File: src/rtl/elevator_pkg.sv
// Shared types and helpers for the elevator scheduler: direction codes,
// controller states and the per-bit thermometer decode used by the floor queues.
package elevator_pkg;

    typedef enum logic [1:0] {
        DIR_STAY = 2'b00,
        DIR_UP   = 2'b01,
        DIR_DOWN = 2'b10
    } dir_t;

    typedef enum logic {
        ST_IDLE = 1'b0,
        ST_MOVE = 1'b1
    } state_t;

    // Bit bit_idx of a thermometer code for count: the low count bits are set.
    function automatic logic therm_bit(input int count, input int bit_idx);
        return (bit_idx < count);
    endfunction

endpackage

File: src/rtl/floor_queue.sv
// Rider count for one floor: saturating up/down counter with full/nonzero flags
// and a thermometer view of the count for the LED bar.
module floor_queue
    import elevator_pkg::*;
#(
    parameter int DEPTH = 4,
    parameter int CW    = $clog2(DEPTH + 1)
) (
    input  logic             clk,
    input  logic             rst,
    input  logic             inc,
    input  logic             dec,
    output logic             full,
    output logic             nonzero,
    output logic [DEPTH-1:0] therm
);

    logic [CW-1:0] count_q;
    logic          accept;

    assign full    = (count_q == CW'(DEPTH));
    assign nonzero = (count_q != '0);
    // A full queue refuses the request even when a rider boards the same cycle.
    assign accept  = inc && !full;

    always_ff @(posedge clk or negedge rst) begin
        if (!rst) begin
            count_q <= '0;
        end else if (accept && !dec) begin
            count_q <= count_q + CW'(1);
        end else if (dec && !accept) begin
            count_q <= count_q - CW'(1);
        end
    end

    for (genvar i = 0; i < DEPTH; i++) begin : g_therm
        assign therm[i] = therm_bit(int'(count_q), i);
    end

endmodule

File: src/rtl/elevator_scheduler.sv
// Elevator controller: per-floor rider queues, SCAN direction choice and a
// tick-paced travel FSM driving floor, direction and animation phase.
//
// state | meaning
// IDLE  | car parked (dir=STAY); each tick boards one rider or picks a direction
// MOVE  | car travelling; each tick advances phase, floor changes when phase wraps
module elevator_scheduler
    import elevator_pkg::*;
#(
    parameter int FLOORS = 3,
    parameter int DEPTH  = 4,
    parameter int PHASES = 4,
    parameter int FW     = $clog2(FLOORS),
    parameter int CW     = $clog2(DEPTH + 1)
) (
    input  logic                     clk,
    input  logic                     rst,
    input  logic                     tick,
    input  logic                     req_valid,
    input  logic [FW-1:0]            req_floor,
    output logic [FW-1:0]            cur_floor,
    output logic [1:0]               dir,
    output logic [1:0]               phase,
    output logic [FLOORS*DEPTH-1:0]  pending,
    output logic                     board_pulse,
    output logic                     req_drop
);

    localparam logic [1:0] LAST_PHASE = 2'(PHASES - 1);

    state_t          state_q, state_d;
    dir_t            dir_q, dir_d;
    dir_t            last_q, last_d;
    logic [1:0]      phase_q, phase_d;
    logic [FW-1:0]   floor_q, floor_d;
    logic            board_q, board_d;
    logic            drop_q, drop_d;

    logic [FLOORS-1:0] nz, full, inc, dec;
    logic              bad_floor;
    logic              pend_above, pend_below, here;
    logic [FW-1:0]     next_floor;
    logic              next_here, next_ahead;

    for (genvar f = 0; f < FLOORS; f++) begin : g_floor
        floor_queue #(
            .DEPTH (DEPTH),
            .CW    (CW)
        ) u_queue (
            .clk     (clk),
            .rst     (rst),
            .inc     (inc[f]),
            .dec     (dec[f]),
            .full    (full[f]),
            .nonzero (nz[f]),
            .therm   (pending[f*DEPTH +: DEPTH])
        );
    end

    always_comb begin
        inc       = '0;
        bad_floor = (int'(req_floor) >= FLOORS);
        for (int f = 0; f < FLOORS; f++) begin
            inc[f] = req_valid && (int'(req_floor) == f);
        end
        drop_d = req_valid && (bad_floor || ((inc & full) != '0));
    end

    // next_* describe the floor the car reaches when the current phase wraps.
    always_comb begin
        pend_above = 1'b0;
        pend_below = 1'b0;
        here       = 1'b0;
        next_here  = 1'b0;
        next_ahead = 1'b0;
        next_floor = (dir_q == DIR_DOWN) ? floor_q - FW'(1) : floor_q + FW'(1);
        for (int f = 0; f < FLOORS; f++) begin
            if (f > int'(floor_q)) pend_above = pend_above | nz[f];
            if (f < int'(floor_q)) pend_below = pend_below | nz[f];
            if (f == int'(floor_q)) here = nz[f];
            if (f == int'(next_floor)) next_here = nz[f];
            if ((dir_q == DIR_UP) ? (f > int'(next_floor)) : (f < int'(next_floor))) begin
                next_ahead = next_ahead | nz[f];
            end
        end
    end

    always_comb begin
        state_d = state_q;
        dir_d   = dir_q;
        last_d  = last_q;
        phase_d = phase_q;
        floor_d = floor_q;
        board_d = 1'b0;
        case (state_q)
            ST_IDLE: begin
                if (tick) begin
                    if (here) begin
                        board_d = 1'b1;
                    end else if ((last_q == DIR_UP) ? pend_above : pend_below) begin
                        state_d = ST_MOVE;
                        dir_d   = last_q;
                        phase_d = '0;
                    end else if ((last_q == DIR_UP) ? pend_below : pend_above) begin
                        state_d = ST_MOVE;
                        dir_d   = (last_q == DIR_UP) ? DIR_DOWN : DIR_UP;
                        last_d  = (last_q == DIR_UP) ? DIR_DOWN : DIR_UP;
                        phase_d = '0;
                    end
                end
            end
            ST_MOVE: begin
                if (tick) begin
                    if (phase_q != LAST_PHASE) begin
                        phase_d = phase_q + 2'd1;
                    end else begin
                        floor_d = next_floor;
                        phase_d = '0;
                        if (next_here || !next_ahead) begin
                            state_d = ST_IDLE;
                            dir_d   = DIR_STAY;
                        end
                    end
                end
            end
            default: begin
                state_d = ST_IDLE;
                dir_d   = DIR_STAY;
            end
        endcase
    end

    always_comb begin
        dec = '0;
        for (int f = 0; f < FLOORS; f++) begin
            dec[f] = board_d && (int'(floor_q) == f);
        end
    end

    always_ff @(posedge clk or negedge rst) begin
        if (!rst) begin
            state_q <= ST_IDLE;
            dir_q   <= DIR_STAY;
            last_q  <= DIR_UP;
            phase_q <= '0;
            floor_q <= '0;
            board_q <= 1'b0;
            drop_q  <= 1'b0;
        end else begin
            state_q <= state_d;
            dir_q   <= dir_d;
            last_q  <= last_d;
            phase_q <= phase_d;
            floor_q <= floor_d;
            board_q <= board_d;
            drop_q  <= drop_d;
        end
    end

    assign cur_floor   = floor_q;
    assign dir         = dir_q;
    assign phase       = phase_q;
    assign board_pulse = board_q;
    assign req_drop    = drop_q;

endmodule

File: config.mk
export PLATFORM = sky130hd
export DESIGN_NAME = elevator_scheduler
export DESIGN_NICKNAME = d
export VERILOG_FILES = /design/src/rtl/elevator_pkg.sv /design/src/rtl/floor_queue.sv /design/src/rtl/elevator_scheduler.sv
export SDC_FILE = /design/constraint.sdc
export NUM_CORES = 1
export LEC_CHECK = 0
export CAP_MARGIN = 10
export CORE_ASPECT_RATIO = 0.75
export CORE_MARGIN = 3
export CORE_UTILIZATION = 48
export CTS_CLUSTER_SIZE = 20
export DETAILED_ROUTE_END_ITERATION = 10
export GPL_TIMING_DRIVEN = 0
export PLACE_DENSITY = 0.87
export RECOVER_POWER = 100
export SLEW_MARGIN = 10
export SYNTH_ARGS = -nofsm -noshare
export SYNTH_HDL_FRONTEND = slang
export SYNTH_HIERARCHICAL = 1
export SYNTH_SLANG_ARGS = --single-unit
export TNS_END_PERCENT = 5
File: constraint.sdc
create_clock -name clk -period 2.25 [get_ports clk]
set_input_delay 0.225 -clock clk [delete_from_list [all_inputs] [get_ports clk]]
set_output_delay 0.225 -clock clk [all_outputs]
set_load 0.005 [all_outputs]
* Word-level counts from Yosys, hierarchy flattened
Cells that the tools add are included.
** Storage, ports and cells
- Register bits :: 20
- Output and inout bits :: 20
- Input port bits :: 6
- Word-level logic and storage cells :: 168
** Operators by class
- Order comparisons :: 23
- Reduce and logical (&&, ||, !) cells :: 42
- Add/subtract/negate cells :: 9
- Bitwise operators :: 10
- Eq/ne operators :: 21
- Muxes and demuxes :: 53
** Operator list (count)
- $mux 2 :: 15
- $mux 1 :: 29
- $lt 1x3->1 const A :: 6
- $lt 2x3->1 const A :: 6
- $mux 3 :: 6
- $logic_and 1x1->1 :: 16
- $reduce_bool 3->1 :: 4
- $eq 2x2->1 const B :: 5
- $logic_not 1->1 :: 10
- $ne 2x2->1 const B :: 5
- $add 3x1->3 const B :: 3
- $eq 3x3->1 const B :: 3
- $sub 3x1->3 const B :: 3
- $eq 2x2->1 const A :: 4
- $lt 1x2->1 const A :: 4
- $pmux 2 s2 :: 2
- $logic_not 2->1 :: 3
- $reduce_and 6->1 :: 1
- $reduce_bool 2->1 :: 3
- $or 1x1->1 :: 5
- $reduce_and 5->1 :: 1
- $add 2x1->2 const B :: 2
- $eq 2x1->1 const B :: 2
- $gt 1x2->1 const A :: 2
- 12 further kinds :: 18

* Depth between registers and ports, before layout
Gate-level depths: netlist of run 1.
- Word-level depth :: 15
- Gate-level depth with buffers :: 13
- Mapped depth without buffers :: 12

* Modules after synthesis
Netlist of run 1, hierarchy kept.
** By module, submodules not included
- elevator_scheduler :: sequential area each 276.5 sq um, cells each 91, instances 1, area each 818.3 sq um
- floor_queue :: sequential area each 75.1 sq um, cells each 26, instances 3, area each 249.0 sq um

* Worst setup path before layout of run 1
No wires, ideal clock.
- Kind :: flip-flop to flip-flop
- Start point :: register g_floor[1].u_queue.count_q[0]
- End point :: register g_floor[0].u_queue.count_q[2]
- Setup time :: 79 ps
- Stages on the path, launching flop included :: 13
- Required time :: 2171 ps
- Period minus slack after synthesis :: 2174 ps
- Buffers on the path :: 1
- Setup slack :: 76 ps
- Data arrival time :: 2094 ps
- Cell sequence :: dfrtp_1 > inv_1 > ha_1 > nand2b_1 > buf_2 > a21oi_1 > a22o_1 > nor2b_1 > and2_1 > inv_1 > ha_1 > nor2_1 > xor2_1
** On the way
- Word-level cells in the longest chain between the ends :: 10
- Elaborated cells on any way between the ends :: 12
- Those cells by class :: mux: 6; reduce/logical: 6
** Ends and longest elaborated chain
- start, declared :: RTL line floor_queue.sv:18 : logic [CW-1:0] count_q;
- start signal, assigned :: RTL line floor_queue.sv:30 : count_q <= count_q + CW'(1);
- start signal, assigned :: RTL line floor_queue.sv:32 : count_q <= count_q - CW'(1);
- $reduce_bool 3->1 * :: RTL line floor_queue.sv:22 : assign nonzero = (count_q != '0);
- net nz[1] :: RTL line elevator_scheduler.sv:39 : logic [FLOORS-1:0] nz, full, inc, dec;
- $mux 1 * (2 in a row) :: RTL line elevator_scheduler.sv:80 : if (f == int'(floor_q)) here = nz[f];
- $mux 1 * :: RTL line elevator_scheduler.sv:98 : if (here) begin
- $mux 1 * :: RTL line elevator_scheduler.sv:97 : if (tick) begin
- $mux 1 * :: RTL line elevator_scheduler.sv:95 : case (state_q)
- net board_d :: RTL line elevator_scheduler.sv:36 : logic board_q, board_d;
- $logic_and 1x1->1 * :: RTL line elevator_scheduler.sv:136 : dec[f] = board_d && (int'(floor_q) == f);
- net dec[0] :: RTL line elevator_scheduler.sv:39
- $logic_not 1->1 :: RTL line floor_queue.sv:29 : end else if (accept && !dec) begin
- $logic_and 1x1->1 :: RTL line floor_queue.sv:29
- $mux 3 or $reduce_bool 2->1 (tied branches)
- end signal, assigned :: RTL line floor_queue.sv:30
- end signal, assigned :: RTL line floor_queue.sv:32
- end, declared :: RTL line floor_queue.sv:18
The timed path passes the listed nets; every way through them passes the cells marked *.
A chain may end at the register's enable or synchronous reset.

* Worst setup path in the final report of run 1
Ends and elaborated chain as after synthesis.

==> summary.txt, run 1 <==
Status
  – Status: finished, final reports clean

Clock tree
  – Num Clock Sinks: 20
  – Max clock buf depth: 2
  – CTS clk-pin slew, worst paths: 0.07 ns
  – Clock Latency Late Sink: 0.26 ns
  – Total number of H-tree levels: 1
  – Total CTS buffers: 3
  – Root Driver: clkbuf_8
  – CTS tree: done

Global route
  – First-pass GRT wire length: 5.21 mm
  – Largest net degree at the start of global routing: 21
  – Grt ovf: 0
  – Vias in the first global route: 1151
  – Initial antenna violation count: 0
  – Grt met3 use: 0.0473
  – GR peak layer: met2
  – Grt met1 use: 0.235
  – Global Route Usage Sum: 0.162
  – GR Layer Usage met2: 0.238

Worst setup path
  – WP data required: 2.40 ns
  – Worst setup SP type: register
  – Worst-path cell chain: inv_2, ha_4, nand2b_1, buf_6, a21oi_2, a22o_1, nor2b_2, and2_1, inv_1, ha_2, mux2i_1, nor2_2, xor2_1
  – Slowest stage delay, CP: 0.42 ns
  – FF-to-FF setup slack: 0.10 ns
  – Worst setup path category: register to register
  – Crit. End Element: register
  – Delay-heaviest family, CP: flip-flops
  – Worst r2r src: g_floor[1].u_queue/count_q[0]
  – Launch point of the critical path: g_floor[1].u_queue/count_q[0]
  – Crit-path slowest cell: dfrtp_2
  – Worst Path Buf+Inv: 3
  – Reg2reg end: g_floor[0].u_queue/count_q[2]
  – WP data arrival: 2.29 ns
  – R2R cell count: 13
  – CP max FO: 8

Cells and area
  – Finished Cell Area: 2060 um2
  – # nets final: 238
  – # diodes: 0
  – Area growth, synth to finish: 31.7%
  – Share of cells above drive strength 1: 0.210
  – Layout Cells excl Fill: 248

Min path
  – Min-Delay Startpoint: phase[0]
  – Worst hold path type: register to register
  – Hold EP: phase[0]
  – Worst hold path depth: 1

Yosys
  – Post-synth EDFFs: 0
  – Count leader, synth: ha_1
  – Top cells by count, synth: ha_1 (21), dfrtp_1 (19), nand2_1 (17), inv_1 (16)
  – Dominant cells by area after synthesis: dfrtp_1 (30%), ha_1 (17%), nand2_1 (4.1%), xor2_1 (3.9%), inv_1 (3.8%)
  – Top cell type's share of synthesized area: 0.304
  – Syn Nets: 196
  – Yosys cell types: 45
  – Synth async-reset ratio: 1.00
  – Avg Cell Area, Syn: 9.26 um2
  – Dominant synthesized flop cell: dfrtp_1
  – Cells after Synth: 169
  – Sequential area share after synthesis: 0.321
  – Synthesized flop and latch total: 20
  – Cell taking the most area after synthesis: dfrtp_1
  – Mapped Area: 1570 um2
  – Synth warn: 6

STA
  – Min Tclk post-route: 2.15 ns
  – Worst-Margin Slew: 0.929 ns
  – Final Skew: 0.00475 ns
  – Final hold viol count: 0
  – Crit share post-route: 0.954
  – # setup viols final: 0
  – FMAX: 466 MHz
  – Slew margin rel.: 0.379
  – Pins over their slew limit: 0

Power and ir drop
  – P_leak: 0.959 nW
  – PwrDens: 1430 nW/um2
  – Worst vdd ir: 0.789 mV

Routing
  – # DRC: 0
  – Detailed Route WL: 3.18 mm
  – Vias: 1287
  – Routed wire length per instance: 12.8 um
  – Pre-antenna DRT Iters: 4
  – 1st-iter DRT viols: 54
  – Avg Vias per Cell: 5.19
  – DRT antenna net count: 0

Floorplan
  – Initial core utilization: 0.518
  – Ports: 26
  – DIE HEIGHT: 55.5 um
  – CORE AREA: 3020 um2
  – Die ar.: 3990 um2
  – Die W: 71.9 um
  – Floorplan row count: 17

Place
  – Gpl congestion: 0.791
  – I/O Buffers: 25
  – Placed cells: 232
  – Placement Cell Area: 1860 um2
  – HPWL Detailed: 2.27 mm

Run
  – Max_cap viols: 0
## worst register-to-register path, cell delays in order, from the launching register on
cell and delay [ns]:
dfrtp_2 0.42, inv_2 0.09, ha_4 0.14, nand2b_1 0.06, buf_6 0.14, a21oi_2 0.11
a22o_1 0.17, nor2b_2 0.05, and2_1 0.15, inv_1 0.06, ha_2 0.20, mux2i_1 0.23
nor2_2 0.06, xor2_1 0.14
## per-stage QoR
| step | util | worst slack [ns] | TNS [ns] | hold WS [ns] | total power, mW |
|---|---|---|---|---|---|
| final | 0.682 | 0.104 | 0 | 0.508 | 2.94 |
| after global routing | 0.682 | -0.0124 | -0.0124 | 0.529 | 3.22 |
| after CTS | 0.654 | 0.0290 | 0 | 0.511 | 2.87 |
| after detailed placement | 0.617 | -0.234 | -0.985 | 0.500 | 2.46 |
| after global placement | 0.617 | -0.126 | -0.375 | 0.498 | 2.40 |
| after floorplan | - | 0.0765 | 0 | -0.0706 | 1.83 |
## layout make-up
cell class / count / area, um2
clock buffer: 4 / 55.1
sequential: 20 / 509
multi-input combinational: 127 / 1010
fill: 233 / 960
tap: 38 / 47.5
buffer: 5 / 37.5
inverter: 17 / 63.8
timing repair buffer: 37 / 340
## per-layer routing
layer | wire [um] | part of all wire
met2 | 1380 | 0.43
met3 | 126 | 0.040
met1 | 1660 | 0.52
met5 | 0 | 0
met4 | 13 | 0.0041
## placed cells by master (no fill, tap or decap), types with 3 or more instances in the layout
cell type / Yosys / layout
o21ai_0: 7 / 8
dfrtp_2: 0 / 6
inv_2: 1 / 4
dfrtp_1: 19 / 13
nor2b_1: 6 / 5
clkdlybuf4s50_1: 0 / 7
clkbuf_4: 0 / 3
nor2_1: 7 / 6
ha_1: 21 / 17
o221ai_1: 3 / 3
ha_2: 0 / 3
nand2b_1: 5 / 3
dlygate4sd3_1: 0 / 18
o21bai_1: 3 / 3
and2_1: 6 / 5
a21o_1: 4 / 4
nand2_1: 17 / 17
mux2i_1: 4 / 4
xnor2_1: 4 / 4
clkbuf_8: 0 / 4
inv_1: 16 / 13
or3_1: 3 / 3
buf_4: 3 / 12
xor2_1: 7 / 7
## logic make-up (layout without fill, tap and decap cells)
| logic type | Yosys count | after routing | share of synthesized area |
|---|---|---|---|
| buf+inv | 22 | 63 | 0.0607 |
| mux | 4 | 4 | 0.0256 |
| compound gates | 36 | 36 | 0.173 |
| simple gates | 55 | 55 | 0.190 |
| flops | 20 | 20 | 0.321 |
| fa+ha+maj | 21 | 21 | 0.168 |
| xor+xnor | 11 | 11 | 0.0615 |
## repair_timing
action	4_1_cts	5_1_grt
pin swaps	1	1
cloned	0	0
setup buffers	4	8
gates resized for setup	9	12
hold buffers	0	0
endpoints found under the setup margin	6	5
## flip-flops by register name (all words and copies together), names as in the netlist
name,count
phase,2
req_drop,1
board_pulse,1
g_floor.u_queue/count_q,9
state_q,1
last_q,2
cur_floor,2
dir,2
## power by group
part | internal, mW | switching (mW)
clock | 0.156 | 0.119
combinational | 1.04 | 0.889
sequential | 0.542 | 0.193
total | 1.74 | 1.20
## how the worst max path moves through the flow
stage / to / slack (ns) / cells after the start
floorplan: g_floor[0].u_queue/count_q[2] / 0.08 / 12
global placement: g_floor[0].u_queue/count_q[2] / -0.13 / 12
detailed placement: g_floor[0].u_queue/count_q[2] / -0.23 / 12
CTS: g_floor[0].u_queue/count_q[2] / 0.03 / 11
global route: g_floor[0].u_queue/count_q[2] / -0.01 / 11
finish: g_floor[0].u_queue/count_q[2] / 0.10 / 13
Note: power is estimated with default switching activity, not from simulation.
==> run 2: changes to the inputs <==
--- a/config.mk
+++ b/config.mk
@@ -14,6 +14,7 @@
 export GPL_TIMING_DRIVEN = 0
 export PLACE_DENSITY = 0.87
 export RECOVER_POWER = 100
+export SETUP_SLACK_MARGIN = 0.1
 export SLEW_MARGIN = 10
 export SYNTH_ARGS = -nofsm -noshare
 export SYNTH_HDL_FRONTEND = slang
==> summary.txt, run 2 (same netlist as run 1, synthesis figures left out) <==
Cells and area
  – # nets final: 238 (unchanged)
  – Commonest non-fill, non-tap cell in the layout: dlygate4sd3_1 (unchanged)
  – Layout Cells excl Fill: 248 (unchanged)
  – Max FFs per register: 9 (unchanged)
  – Finished Cell Area: 2070 um2 (was 2060 um2)
  – Area growth, synth to finish: 32.5% (was 31.7%)
  – Most frequent cells in the layout: dlygate4sd3_1 (18), nand2_1 (17), inv_1 (13), ha_1 (13), dfrtp_1 (13) (was dlygate4sd3_1 (18), nand2_1 (17), ha_1 (17), inv_1 (13), dfrtp_1 (13))
  – # diodes: 0 (unchanged)
  – Largest Register: g_floor.u_queue/count_q (unchanged)
  – Share of cells above drive strength 1: 0.224 (was 0.210)

Floorplan
  – Die ar.: 3990 um2 (unchanged)
  – Ports: 26 (unchanged)
  – Floorplan row count: 17 (unchanged)
  – Initial core utilization: 0.518 (unchanged)
  – DIE HEIGHT: 55.5 um (unchanged)
  – Die W: 71.9 um (unchanged)
  – CORE AREA: 3020 um2 (unchanged)

Clock tree
  – CTS tree: done (unchanged)
  – CTS clk-pin slew, worst paths: 0.07 ns (about the same)
  – Max clock buf depth: 2 (unchanged)
  – Total number of H-tree levels: 1 (unchanged)
  – Root Driver: clkbuf_8 (unchanged)
  – Num Clock Sinks: 20 (unchanged)
  – # hold bufs at CTS: 0 (unchanged)
  – Clock Latency Late Sink: 0.26 ns (about the same)
  – Total CTS buffers: 3 (unchanged)

Worst setup path
  – Delay-heaviest family, CP: simple AND/OR/NAND/NOR gates (was flip-flops)
  – WP data required: 2.39 ns (was 2.40 ns)
  – WP data arrival: 2.28 ns (was 2.29 ns)
  – Worst Path Buf+Inv: 1 (was 3)
  – Crit-path slowest cell: dfrtp_2 (unchanged)
  – Worst setup SP type: register (unchanged)
  – Most frequent cell on the critical path: ha_2
  – Launch point of the critical path: cur_floor[0] (was g_floor[1].u_queue/count_q[0])
  – FF-to-FF setup slack: 0.11 ns (was 0.10 ns)
  – CP max FO: 6 (was 8)
  – Stages on worst setup path: 10 (was 13)
  – Slowest stage delay, CP: 0.46 ns (was 0.42 ns)
  – Worst setup path category: register to register (unchanged)
  – Crit. End Element: register (unchanged)
  – Worst r2r src: cur_floor[0] (was g_floor[1].u_queue/count_q[0])
  – R2R cell count: 10 (was 13)
  – Worst-path cell chain: ha_2, nand3b_1, a22o_1, nor2b_2, and2_1, inv_1, ha_2, mux2i_1, nor2_2, xor2_1 (was inv_2, ha_4, nand2b_1, buf_6, a21oi_2, a22o_1, nor2b_2, and2_1, inv_1, ha_2, mux2i_1, nor2_2, xor2_1)

Global route
  – First-pass GRT wire length: 5.75 mm (was 5.21 mm)
  – GR Layer Usage met2: 0.279 (was 0.238)
  – GR peak layer: met2 (unchanged)
  – Largest net degree at the start of global routing: 21 (unchanged)
  – Grt met3 use: 0.0418 (was 0.0473)
  – Initial antenna violation count: 0 (unchanged)
  – Grt met1 use: 0.250 (was 0.235)
  – Global Route Usage Sum: 0.177 (was 0.162)
  – Vias in the first global route: 1273 (was 1151)
  – Grt ovf: 0 (unchanged)

Routing
  – DRT antenna net count: 0 (unchanged)
  – Pre-antenna DRT Iters: 4 (unchanged)
  – # DRC: 0 (unchanged)
  – Routed wire length per instance: 13.9 um (was 12.8 um)
  – Detailed Route WL: 3.45 mm (was 3.18 mm)
  – Vias: 1332 (was 1287)
  – Avg Vias per Cell: 5.37 (was 5.19)
  – 1st-iter DRT viols: 51 (was 54)

Power and ir drop
  – P_leak: 0.950 nW (was 0.959 nW)
  – Worst vdd ir: 0.925 mV (was 0.789 mV)
  – PwrDens: 1450 nW/um2 (was 1430 nW/um2)

Run
  – Max_cap viols: 0 (unchanged)

STA
  – RSZ-0062 raised after global routing: yes
  – Min Tclk post-route: 2.14 ns (was 2.15 ns)
  – Pins over their slew limit: 0 (unchanged)
  – Final Skew: 0.00188 ns (was 0.00475 ns)
  – Slew margin rel.: 0.380 (was 0.379)
  – # setup viols final: 0 (unchanged)
  – Crit share post-route: 0.950 (was 0.954)
  – FMAX: 468 MHz (was 466 MHz)
  – Worst-Margin Slew: 0.927 ns (was 0.929 ns)
  – Final hold viol count: 0 (unchanged)

Min path
  – Worst hold path depth: 1 (unchanged)
  – Worst hold path type: register to register (unchanged)
  – Min-Delay Startpoint: phase[0] (unchanged)

Place
  – HPWL Detailed: 2.20 mm (was 2.27 mm)
  – Placement Cell Area: 1870 um2 (was 1860 um2)
  – Placed cells: 232 (unchanged)
  – Gpl congestion: 0.784 (was 0.791)
  – I/O Buffers: 25 (unchanged)

Status
  – Status: finished, final reports clean (unchanged)
run 2: worst paths after layout:
check                                                end
max in group asynchronous  g_floor[2].u_queue/count_q[1]
hold reg to reg                                 phase[0]
setup / recovery           g_floor[0].u_queue/count_q[2]
hold / removal                                  phase[0]
min in group asynchronous                      last_q[1]
setup reg to reg           g_floor[0].u_queue/count_q[2]
run 2: stage by stage:
stage | hold WS, ns | util | setup slack [ns] | setup TNS, ns | power [mW]
2_1_floorplan | -0.0706 | - | 0.101 | 0 | 1.83
3_3_place_gp | 0.500 | 0.618 | -0.0963 | -0.219 | 2.40
3_5_place_dp | 0.498 | 0.618 | -0.136 | -0.515 | 2.45
4_1_cts | 0.510 | 0.664 | 0.0970 | 0 | 2.93
5_1_grt | 0.534 | 0.686 | -0.0109 | -0.0109 | 3.28
6_report | 0.500 | 0.686 | 0.112 | 0 | 3.00
run 2: worst reg2reg max path, stage by stage, from the launching register on:
cell      delay [ns]
dfrtp_2         0.46
ha_2            0.24
nand3b_1        0.17
a22o_1          0.22
nor2b_2         0.16
and2_1          0.14
inv_1           0.04
ha_2            0.20
mux2i_1         0.19
nor2_2          0.06
xor2_1          0.13
run 2: what timing repair did:
action | in CTS | in global routing
pin swaps | 1 | 5
gates resized for setup | 15 | 11
setup buffers | 8 | 4
setup endpoints to repair | 6 | 6
run 2: cell type report:
| cell class | count | area, um2 |
|---|---|---|
| clock buffers | 4 | 45.0 |
| flip-flops and latches | 20 | 509 |
| multi-input cells | 127 | 1030 |
| inverters | 17 | 66.3 |
| plain buffers | 5 | 37.5 |
| repair buffers | 37 | 340 |
| well taps | 38 | 47.5 |
| fillers | 244 | 947 |
run 2: layer usage:
layer,wire (um),vias to the layer above
li1,-,658
met1,1630,636
met2,1630,34
met3,168,4
met4,19,0
met5,0,-
run 2: power by group:
group	internal, mW	switching [mW]
sequential	0.541	0.174
combinational	1.07	0.960
clock	0.126	0.121
total	1.74	1.25
==> run 3: changes to the inputs <==
--- a/config.mk
+++ b/config.mk
@@ -8,11 +8,12 @@
 export CAP_MARGIN = 10
 export CORE_ASPECT_RATIO = 0.75
 export CORE_MARGIN = 3
-export CORE_UTILIZATION = 48
+export CORE_UTILIZATION = 40
 export CTS_CLUSTER_SIZE = 20
 export DETAILED_ROUTE_END_ITERATION = 10
+export DONT_BUFFER_PORTS = 1
 export GPL_TIMING_DRIVEN = 0
-export PLACE_DENSITY = 0.87
+export PLACE_DENSITY = 0.67
 export RECOVER_POWER = 100
 export SETUP_SLACK_MARGIN = 0.1
 export SLEW_MARGIN = 10
==> summary.txt, run 3 (same netlist as run 1, synthesis figures left out) <==
Routing
  – Avg Vias per Cell: 5.16 (was 5.37)
  – DRT antenna net count: 0 (unchanged)
  – # DRC: 0 (unchanged)
  – Pre-antenna DRT Iters: 3 (was 4)
  – Vias: 1229 (was 1332)
  – Routed wire length per instance: 14.6 um (was 13.9 um)
  – Detailed Route WL: 3.49 mm (was 3.45 mm)
  – 1st-iter DRT viols: 44 (was 51)

Cells and area
  – Fillcell total: 343 (was 244)
  – # nets final: 214 (was 238)
  – Share of cells above drive strength 1: 0.258 (was 0.224)
  – Finished Cell Area: 1890 um2 (was 2070 um2)
  – Final core occ: 0.511 (was 0.686)
  – Largest Register: g_floor.u_queue/count_q (unchanged)
  – # diodes: 0 (unchanged)
  – Most frequent cells in the layout: nand2_1 (17), ha_1 (16), buf_4 (15), dfrtp_1 (14), inv_1 (12) (was dlygate4sd3_1 (18), nand2_1 (17), inv_1 (13), ha_1 (13), dfrtp_1 (13))
  – Area growth, synth to finish: 21.0% (was 32.5%)
  – Commonest non-fill, non-tap cell in the layout: nand2_1 (was dlygate4sd3_1)
  – Max FFs per register: 9 (unchanged)

Clock tree
  – Total number of H-tree levels: 1 (unchanged)
  – Root Driver: clkbuf_8 (unchanged)
  – Total CTS buffers: 3 (unchanged)
  – Max clock buf depth: 2 (unchanged)
  – CTS tree: done (unchanged)
  – CTS clk-pin slew, worst paths: 0.08 ns (was 0.07 ns)
  – Clock Latency Late Sink: 0.26 ns (about the same)
  – Num Clock Sinks: 20 (unchanged)

Global route
  – Largest net degree at the start of global routing: 21 (unchanged)
  – Global Route Usage Sum: 0.160 (was 0.177)
  – Vias in the first global route: 1309 (was 1273)
  – First-pass GRT wire length: 5.91 mm (was 5.75 mm)
  – Grt ovf: 0 (unchanged)
  – Initial antenna violation count: 0 (unchanged)

Power and ir drop
  – Worst vdd ir: 0.827 mV (was 0.925 mV)
  – P_leak: 0.878 nW (was 0.950 nW)
  – PwrDens: 1500 nW/um2 (was 1450 nW/um2)
  – Final total power: 2.85 mW (was 3.00 mW)

Place
  – Gpl congestion: 0.761 (was 0.784)
  – I/O Buffers: 0 (was 25)
  – Placement Cell Area: 1630 um2 (was 1870 um2)
  – HPWL Detailed: 2.51 mm (was 2.20 mm)

Worst setup path
  – WP data arrival: 2.28 ns (about the same)
  – Crit. End Element: register (unchanged)
  – CP max FO: 8 (was 6)
  – Worst setup path category: register to register (unchanged)
  – Worst setup SP type: register (unchanged)
  – WP data required: 2.38 ns (was 2.39 ns)

Floorplan
  – Ports: 26 (unchanged)
  – Die W: 78.2 um (was 71.9 um)
  – Initial core utilization: 0.422 (was 0.518)
  – DIE HEIGHT: 60.2 um (was 55.5 um)
  – Die ar.: 4710 um2 (was 3990 um2)
  – CORE AREA: 3710 um2 (was 3020 um2)
  – Floorplan row count: 19 (was 17)

Status
  – Status: finished, final reports clean (unchanged)

Run
  – Max_cap viols: 0 (unchanged)

STA
  – Final Skew: 0.00850 ns (was 0.00188 ns)
  – Worst Hold Margin: 0.0982 ns (was 0.500 ns)
  – Slew margin rel.: 0.370 (was 0.380)
  – Pins over their slew limit: 0 (unchanged)
  – Min Tclk post-route: 2.15 ns (was 2.14 ns)
  – # setup viols final: 0 (unchanged)
  – FMAX: 466 MHz (was 468 MHz)
  – Worst-Margin Slew: 0.941 ns (was 0.927 ns)
  – Final hold viol count: 0 (unchanged)
  – RSZ-0062 raised after global routing: yes (unchanged)
  – Crit share post-route: 0.955 (was 0.950)

Min path
  – Worst hold path type: input port to register (was register to register)
[run 3: cell types whose count changed in the layout (fill, tap and decap cells not counted), moves of 2 or more]
cell / delta
dlygate4sd3_1: -17
clkdlybuf4s50_1: -7
ha_2: -5
buf_4: +3
clkbuf_4: -3
ha_1: +3
ha_4: +2
[run 3: per-layer routing]
| metal | routed length (um) | track usage |
|---|---|---|
| met2 | 1710 | 0.290 |
| met1 | 1540 | 0.184 |
| met4 | 68 | 0.0449 |
| met5 | 0 | 0 |
| met3 | 168 | 0.0527 |
[run 3: timing repair]
action	in CTS	in global routing
setup endpoints to repair	6	7
setup buffers	8	4
hold endpoints to repair	20	0
resized for setup	16	12
pin swaps	2	2
hold buffers	1	0
[run 3: cell type report]
type | instances | area [um2] | area share
plain buffers | 5 | 37.5 | 0.0198
clock buffers | 4 | 55.1 | 0.0291
inverters | 17 | 68.8 | 0.0363
multi-input cells | 127 | 1060 | 0.559
flip-flops and latches | 20 | 508 | 0.268
well taps | 52 | 65.1 | 0.0343
repair buffers | 13 | 100 | 0.0528
[run 3: worst paths after layout]
check / start / endpoint / slack, ns / cells after the start
min reg2reg: phase[0] / phase[0] / 0.55 / 1
min: req_valid / req_drop / 0.1 / 1
max reg2reg: g_floor[1].u_queue/count_q[1] / g_floor[1].u_queue/count_q[2] / 0.10 / 13
min in group asynchronous: rst / phase[0] / 0.55 / 1
max: g_floor[1].u_queue/count_q[1] / g_floor[1].u_queue/count_q[2] / 0.10 / 13
max in group asynchronous: rst / g_floor[2].u_queue/count_q[0] / 1.05 / 1
[run 3: where the power goes]
part	total [mW]	leakage, nW	internal [mW]	switching (mW)
combinational	1.82	0.620	0.870	0.945
sequential	0.754	0.230	0.539	0.216
clock	0.277	0.0288	0.156	0.121
total	2.85	0.878	1.56	1.28
[run 3: metrics by stage]
| stage | setup TNS, ns | setup slack (ns) | cells |
|---|---|---|---|
| floorplan | 0 | 0.101 | 169 |
| global placement | -0.332 | -0.130 | 221 |
| detailed placement | -0.784 | -0.210 | 221 |
| CTS | 0 | 0.0848 | 234 |
| global route | -0.0508 | -0.0423 | 238 |
| finish | 0 | 0.102 | 238 |
[run 3: critical path, cell delays in order (launching register included)]
cell and delay [ns]:
dfrtp_1 0.40, inv_2 0.10, ha_4 0.13, nand2b_1 0.06, buf_6 0.14, a21oi_2 0.11
a22o_1 0.17, nor2b_2 0.06, and2_1 0.15, inv_1 0.06, ha_2 0.20, mux2i_2 0.22
nor2_1 0.08, xor2_1 0.15
